===== src/rtl/theta_bank_reader.sv =====
// Angle-vector bank: stores one NUM_ANG-angle CORDIC vector per component and streams slots 0..cnt-1 out.
// Optional macro THETA_VALID_CHECK_EN adds per-slot valid bits, zeroing of unwritten beats and the sticky err flag.
module theta_bank_reader #(
    parameter int unsigned ANGLE_WIDTH = 16,
    parameter int unsigned NUM_ANG     = 6,
    parameter int unsigned NUM_COMP    = 7,
    parameter int unsigned IDX_W       = 3
) (
    input  logic                           clk,
    input  logic                           nreset,
    input  logic                           clr,
    input  logic                           wr_en,
    input  logic [IDX_W-1:0]               wr_comp,
    input  logic [NUM_ANG*ANGLE_WIDTH-1:0] wr_theta,
    output logic                           wr_drop,
    input  logic                           start,
    input  logic [IDX_W-1:0]               rd_count,
    output logic                           busy,
    output logic                           out_valid,
    input  logic                           out_ready,
    output logic [NUM_ANG*ANGLE_WIDTH-1:0] out_theta,
    output logic [IDX_W-1:0]               out_comp,
    output logic                           out_last,
    output logic                           done,
    output logic                           err
);

    localparam int unsigned      THETA_W    = NUM_ANG * ANGLE_WIDTH;
    localparam logic [IDX_W-1:0] NUM_COMP_I = IDX_W'(NUM_COMP);

    typedef enum logic [1:0] {
        IDLE   = 2'd0,
        STREAM = 2'd1,
        DONE   = 2'd2
    } state_e;

    state_e             state_q, state_d;
    logic [IDX_W-1:0]   ptr_q, ptr_d;
    logic [IDX_W-1:0]   cnt_q, cnt_d;
    logic               wr_drop_q, wr_drop_d;
    logic [THETA_W-1:0] slot_q [NUM_COMP];

    logic               busy_c;
    logic               clr_c;
    logic               wr_bad_c;
    logic               wr_ok_c;
    logic               ptr_ok_c;
    logic               last_c;
    logic [IDX_W-1:0]   start_cnt_c;
    logic [THETA_W-1:0] rd_theta_c;

    // Write qualification: clr only acts in IDLE and overrides a same-cycle write.
    always_comb begin
        busy_c      = (state_q != IDLE);
        clr_c       = clr && !busy_c;
        wr_bad_c    = wr_en && !clr_c &&
                      ((wr_comp >= NUM_COMP_I) || (busy_c && (wr_comp < cnt_q)));
        wr_ok_c     = wr_en && !clr_c && !wr_bad_c;
        ptr_ok_c    = (ptr_q < NUM_COMP_I);
        last_c      = (state_q == STREAM) && (ptr_q == (cnt_q - IDX_W'(1)));
        start_cnt_c = (rd_count > NUM_COMP_I) ? NUM_COMP_I : rd_count;
        rd_theta_c  = ptr_ok_c ? slot_q[ptr_q] : '0;
    end

    // Slot storage.
    always_ff @(posedge clk) begin
        if (nreset || clr_c) begin
            for (int i = 0; i < int'(NUM_COMP); i++) begin
                slot_q[i] <= '0;
            end
        end else if (wr_ok_c) begin
            slot_q[wr_comp] <= wr_theta;
        end
    end

    // Next-state logic.
    always_comb begin
        state_d   = state_q;
        ptr_d     = ptr_q;
        cnt_d     = cnt_q;
        wr_drop_d = wr_bad_c;
        case (state_q)
            IDLE: begin
                if (start) begin
                    cnt_d   = start_cnt_c;
                    ptr_d   = '0;
                    state_d = (start_cnt_c == '0) ? DONE : STREAM;
                end
            end
            STREAM: begin
                if (out_ready) begin
                    ptr_d = ptr_q + IDX_W'(1);
                    if (last_c) begin
                        state_d = DONE;
                    end
                end
            end
            DONE: begin
                state_d = IDLE;
            end
            default: begin
                state_d = IDLE;
            end
        endcase
    end

    // State register.
    always_ff @(posedge clk) begin
        if (nreset) begin
            state_q   <= IDLE;
            ptr_q     <= '0;
            cnt_q     <= '0;
            wr_drop_q <= 1'b0;
        end else begin
            state_q   <= state_d;
            ptr_q     <= ptr_d;
            cnt_q     <= cnt_d;
            wr_drop_q <= wr_drop_d;
        end
    end

`ifdef THETA_VALID_CHECK_EN
    logic [NUM_COMP-1:0] vld_q;
    logic                err_q, err_d;
    logic                beat_vld_c;

    always_comb begin
        beat_vld_c = ptr_ok_c && vld_q[ptr_q];
        err_d      = err_q;
        if (clr_c) begin
            err_d = 1'b0;
        end else if ((state_q == STREAM) && !beat_vld_c) begin
            err_d = 1'b1;
        end
    end

    // Valid bits track which slots have been written since reset or clr.
    always_ff @(posedge clk) begin
        if (nreset || clr_c) begin
            vld_q <= '0;
        end else if (wr_ok_c) begin
            vld_q[wr_comp] <= 1'b1;
        end
    end

    always_ff @(posedge clk) begin
        if (nreset) begin
            err_q <= 1'b0;
        end else begin
            err_q <= err_d;
        end
    end

    assign out_theta = ((state_q == STREAM) && beat_vld_c) ? rd_theta_c : '0;
    assign err       = err_q;
`else
    assign out_theta = (state_q == STREAM) ? rd_theta_c : '0;
    assign err       = 1'b0;
`endif

    assign busy      = busy_c;
    assign out_valid = (state_q == STREAM);
    assign out_comp  = (state_q == STREAM) ? ptr_q : '0;
    assign out_last  = last_c;
    assign done      = (state_q == DONE);
    assign wr_drop   = wr_drop_q;

endmodule


===== config.mk =====
export PLATFORM = sky130hd
export DESIGN_NAME = theta_bank_reader
export DESIGN_NICKNAME = d
export VERILOG_FILES = /design/src/rtl/theta_bank_reader.sv
export SDC_FILE = /design/constraint.sdc
export NUM_CORES = 1
export LEC_CHECK = 0
export ABC_AREA = 1
export CAP_MARGIN = 30
export CORE_ASPECT_RATIO = 0.5
export CORE_MARGIN = 4
export CORE_UTILIZATION = 35
export CTS_CLUSTER_DIAMETER = 80
export DETAILED_ROUTE_END_ITERATION = 10
export PLACE_DENSITY = 0.57
export REMOVE_ABC_BUFFERS = 1
export SLEW_MARGIN = 10
export SYNTH_ARGS = -nofsm -noshare
export SYNTH_HDL_FRONTEND = slang
export SYNTH_SLANG_ARGS = --single-unit

===== constraint.sdc =====
create_clock -name clk -period 4.3 [get_ports clk]
set_clock_uncertainty 0.15 [all_clocks]
set_input_delay 0.43 -clock clk [delete_from_list [all_inputs] [get_ports clk]]
set_output_delay 0.43 -clock clk [all_outputs]
set_load 0.005 [all_outputs]

Word-level counts from Yosys, hierarchy flattened

Memories as Yosys holds them, arrays and structs flattened. A register that Yosys moved wholly into a read port is not among the register bits.
Index checks and enable logic that the tools add are counted.
Widths: inputs -> output; s select.

Register bits: 9
RAM bits: 672
Input bits: 108
Output and inout bits: 105
Word-level logic and storage cells: 58
Memories: 1

Add/subtract/negate cells: 2
Magnitude comparators: 4
Equality and inequality tests: 6
Multiplexer cells: 22
Reductions and logical operators: 19

Memories:

| name   | words | bits a word | rd ports | clocked after memory_dff | write ports | line | RTL |
|---|---|---|---|---|---|---|---|
| slot_q | 7     | 96          | 1        | 1                        | 7           | 41   | `logic [THETA_W-1:0] slot_q [NUM_COMP];` |

Operator list:

| kind                | number |
|---|---|
| $mux 96             | 3 |
| $reduce_or 96->1    | 1 |
| $mux 3              | 7 |
| $mux 2              | 4 |
| $logic_and 1x1->1   | 6 |
| $mux 1              | 6 |
| $pmux 3 s2          | 1 |
| $reduce_and 3->1    | 2 |
| $ne 2x1->1 const B  | 2 |
| $pmux 2 s2          | 1 |
| $reduce_bool 2->1   | 2 |
| $add 3x1->3 const B | 1 |
| $eq 3x3->1          | 1 |
| $ge 3x3->1 const B  | 1 |
| $gt 3x3->1 const B  | 1 |
| $logic_not 1->1     | 3 |
| $logic_not 3->1     | 1 |
| $lt 3x3->1          | 1 |
| $lt 3x3->1 const B  | 1 |
| $sub 3x1->3 const B | 1 |
| $eq 2x1->1 const B  | 1 |
| $eq 2x2->1 const B  | 1 |
| $logic_not 2->1     | 1 |
| $logic_or 1x1->1    | 2 |
| 2 further kinds     | 2 |

Depth between registers and ports, before layout

Depth after elaboration: 13
Gate-level depth with buffers: 12
Gate-level depth less buffers: 12

Least setup slack after synthesis

Ideal clock, no wire load.

Path type: input port to flip-flop
Start point: in wr_comp[2]
End point: mem slot_q[0][0] (netlist name) (enable)
Setup time: 0.902 ns
Data arrival time: 3.362 ns
Data required time: 3.248 ns
Setup slack: -0.115 ns
Cell stages on the path: 9
Buffers on the path: 2
Cells stage by stage: ha_1 -> a21oi_1 -> nand3_2 -> nand3_1 -> nor2_1 -> nand3_1 -> clkbuf_1 -> buf_2 -> nand2_1

RTL lines:

| item            | line | RTL |
|---|---|---|
| start, declared | 13   | `input logic [IDX_W-1:0] wr_comp,` |
| end, declared   | 41   |  |

Worst setup path after layout

Start point: reg state_q[0]
End point: out out_theta[74]

Longest elaborated chain between the ends: 2

Ends and longest elaborated chain:

| item                   | line | RTL |
|---|---|---|
| start, declared        | 37   | `state_e state_q, state_d;` |
| start signal, assigned | 115  | `state_q <= state_d;` |
| $eq 2x1->1             | 157  | `assign out_theta = (state_q == STREAM) ? rd_theta_c : '0;` |
| $mux 96                | 157  |  |
| end, declared          | 21   | `output logic [NUM_ANG*ANGLE_WIDTH-1:0] out_theta,` |

Every way passes these cells.

==> run metrics <==
Synthesis Warnings 0; DP Cell Count 5042; HP Start rd_count[2]; Peak supply drop 0.259 mV; CTS resizes 0; Root Driver clkbuf_16; mapped cell area 34600 um^2; Top Ports 213; RSZ-0062 raised after global routing false; Pwr Density 482 nW/um^2; die height 230 um; worst-case reg-to-reg path depth 8; port bufs 211; Critical Path RT 3.72 ns; Mapped Cells 3597; nets 3905; minimum clock period 3.80 ns; Post-DP HPWL 52.5 mm; Critical Setup Path Class flip-flop to output port; adder-cell share of the synthesized area 0.00145; setup slack, reg-to-reg 1.28 ns; Rows 81; die width 452 um; Inserted Clock Buffers 77; Setup Fix Bufs, Post-CTS 0; first-pass GRT wire length 148 mm; Hold Path Class input pin to flip-flop; aggregate global routing overflow 0; Vias per Instance 4.96; post-synthesis cell type count 26; Final Cycle Share 0.883; status finished clean; Hold Crit Depth 3; cts hold-fix bufs 0; Hold WS 0.247 ns; Starting Density 0.353; cells along the critical path inv_1, nor2_1, o31ai_1, inv_4, buf_4, o211a_1, clkdlybuf4s50_1; Core Region 97800 um^2; Seq cells post-synth 780; critical path fanouts, max 37; Leak 16.9 nW; max_slew headroom 0.345; slowest cell on the critical path clkdlybuf4s50_1; f_max 263 MHz; crit-path leading delay family buffers and inverters; Finished Layout Cells 5185; 1st-pass router iterations 5; sequential element share of the synthesized area 0.647; Post-Route WL 99.1 mm; Num Clock Sinks 780; routed via count 25714; combinational family with the most area after synthesis simple AND/OR/NAND/NOR gates; crit start category flip-flop; GR Util All Layers 0.186; setup ws final 0.503 ns; max-slew violations 0; FF-to-FF End slot_q[1][31]$_SDFFCE_PN0P_; drt wl/cell 19.1 um; DR iter-0 viols 2120; CP Capture Type output port; Slew @ Worst Pin 0.983 ns; hold path endpoint cnt_q[2]$_SDFFE_PP0P_; WP buf/inv 4; vias in the first global route 24552; clk_lat worst skew 0.62 ns; pre-CTS setup slack 0.706 ns; setup violators final 0; clk buf depth 3; TritonCTS clock tree yes; RD Place Congestion 0.754; Worst EP arrival 3.22 ns; worst r2r src state_q[1]$_SDFFE_PP0P_; number of antenna violations at the first check in global routing 8; DRC 0; Simple-Gate Fraction of Synth Area 0.178; final setup TNS 0 ns; synthesized area per cell 9.61 um^2; layout cells sized above 1 0.0521; Hold Fails Final Rpt 0; Compound-Gate Fraction of Synth Area 0.115; final core occ 0.422; largest net degree at the start of global routing 128; CTS clk-pin slew, worst paths 0.06 ns; Die Area 104000 um^2; Synth-to-Final Area Change 19.4%; xor and xnor fraction of the mapped netlist area 0.000253; ANT nets after route 0; max-cap viol count 0; WP depth 7; Clock H-tree levels 3; post-synthesis mux area share 0; slowest stage delay, CP 0.54 ns
worst min-delay path, stage by stage:
cell	delay, ns
clkdlybuf4s50_1	0.40
inv_1	0.08
a21oi_1	0.07
synth_stat cells:
cell,count,area share
buf_1,18,0.0020
nand4_1,2,0.00036
dfxtp_1,108,0.063
nand3_1,101,0.015
nand3_2,1,0.00029
nand2_2,1,0.00018
nand4_2,3,0.0011
o31ai_1,2,0.00043
nand2_1,318,0.035
nor2_1,1165,0.13
o21ai_0,484,0.070
inv_1,272,0.030
xnor2_1,1,0.00025
buf_2,42,0.0061
a211oi_1,1,0.00022
inv_2,2,0.00022
buf_4,2,0.00043
conb_1,1,0.00011
edfxtp_1,672,0.58
ha_1,4,0.0014
o211a_1,96,0.028
o211ai_1,3,0.00065
a21oi_1,106,0.015
clkbuf_1,189,0.021
nor2_4,1,0.00033
clkinv_1,2,0.00022
cells in the final DEF (no fill, tap or decap), drive strengths merged, types with 5 or more instances in the layout:
cell type      Yosys  layout
conb               1      97
nand2            319     319
edfxtp           672     672
nor2            1166    1166
inv              274     281
nand3            102     102
o21ai            484     484
clkdlybuf4s50      0     211
clkinv             2      22
dfxtp            108     108
nand4              5       5
clkbuf           189     103
a21oi            106     106
o211a             96      96
buf               62      61
bufinv             0      10
stage by stage:
stage	power, mW	area, um^2
after floorplan	11.4	33900
after CTS	20.0	41300
final	19.9	41300
after global placement	12.9	38600
after global routing	20.7	41300
after detailed placement	13.0	38600
worst max path at each step:
stage                                  startpoint                          end
after floorplan                         flip-flop                 out_theta[0]
after global placement                 wr_comp[1]  slot_q[4][31]$_SDFFCE_PN0P_
after detailed placement               wr_comp[1]  slot_q[1][40]$_SDFFCE_PN0P_
after CTS                 state_q[0]$_SDFFE_PP0P_                out_theta[74]
after global routing      state_q[0]$_SDFFE_PP0P_                out_theta[74]
final                     state_q[0]$_SDFFE_PP0P_                out_theta[74]
sequential cells by signal (all words and copies together) (netlist names), named ones only:
name     cells
cnt_q        3
ptr_q        3
slot_q     768
state_q      2
wr_drop      1
power breakdown:
part	total [mW]	switching (mW)	internal, mW
sequential	9.18	0.173	9.01
clock	7.06	2.92	4.14
combinational	3.63	2.45	1.18
total	19.9	5.55	14.3
cell families (layout without fill, tap and decap cells):
logic type | count (synthesis) | after routing
compound gates | 692 | 692
other cells | 1 | 99
flops | 780 | 780
fa+ha+maj | 4 | 4
simple gates | 1592 | 1592
buf+inv | 527 | 689
xor+xnor | 1 | 1
layout make-up:
class                      count  area [um^2]
fill                        9319        56500
sequential                   780        22400
multi-input combinational   2386        10600
timing repair buffer         272         2950
clock buffer                 103         2160
tap                         1328         1660
inverter                     276         1050
clock inverter                38          454
antenna                        2         5.00
per-layer routing:
layer	global-route usage	routed length, um	share of wire	up-vias
li1	-	-	-	12287
met1	0.254	44300	0.45	12553
met2	0.309	47000	0.47	722
met3	0.0263	5400	0.055	142
met4	0.0506	2340	0.024	10
met5	0	64	0.00065	-
No activity file was read; power rests on OpenSTA's default activity.
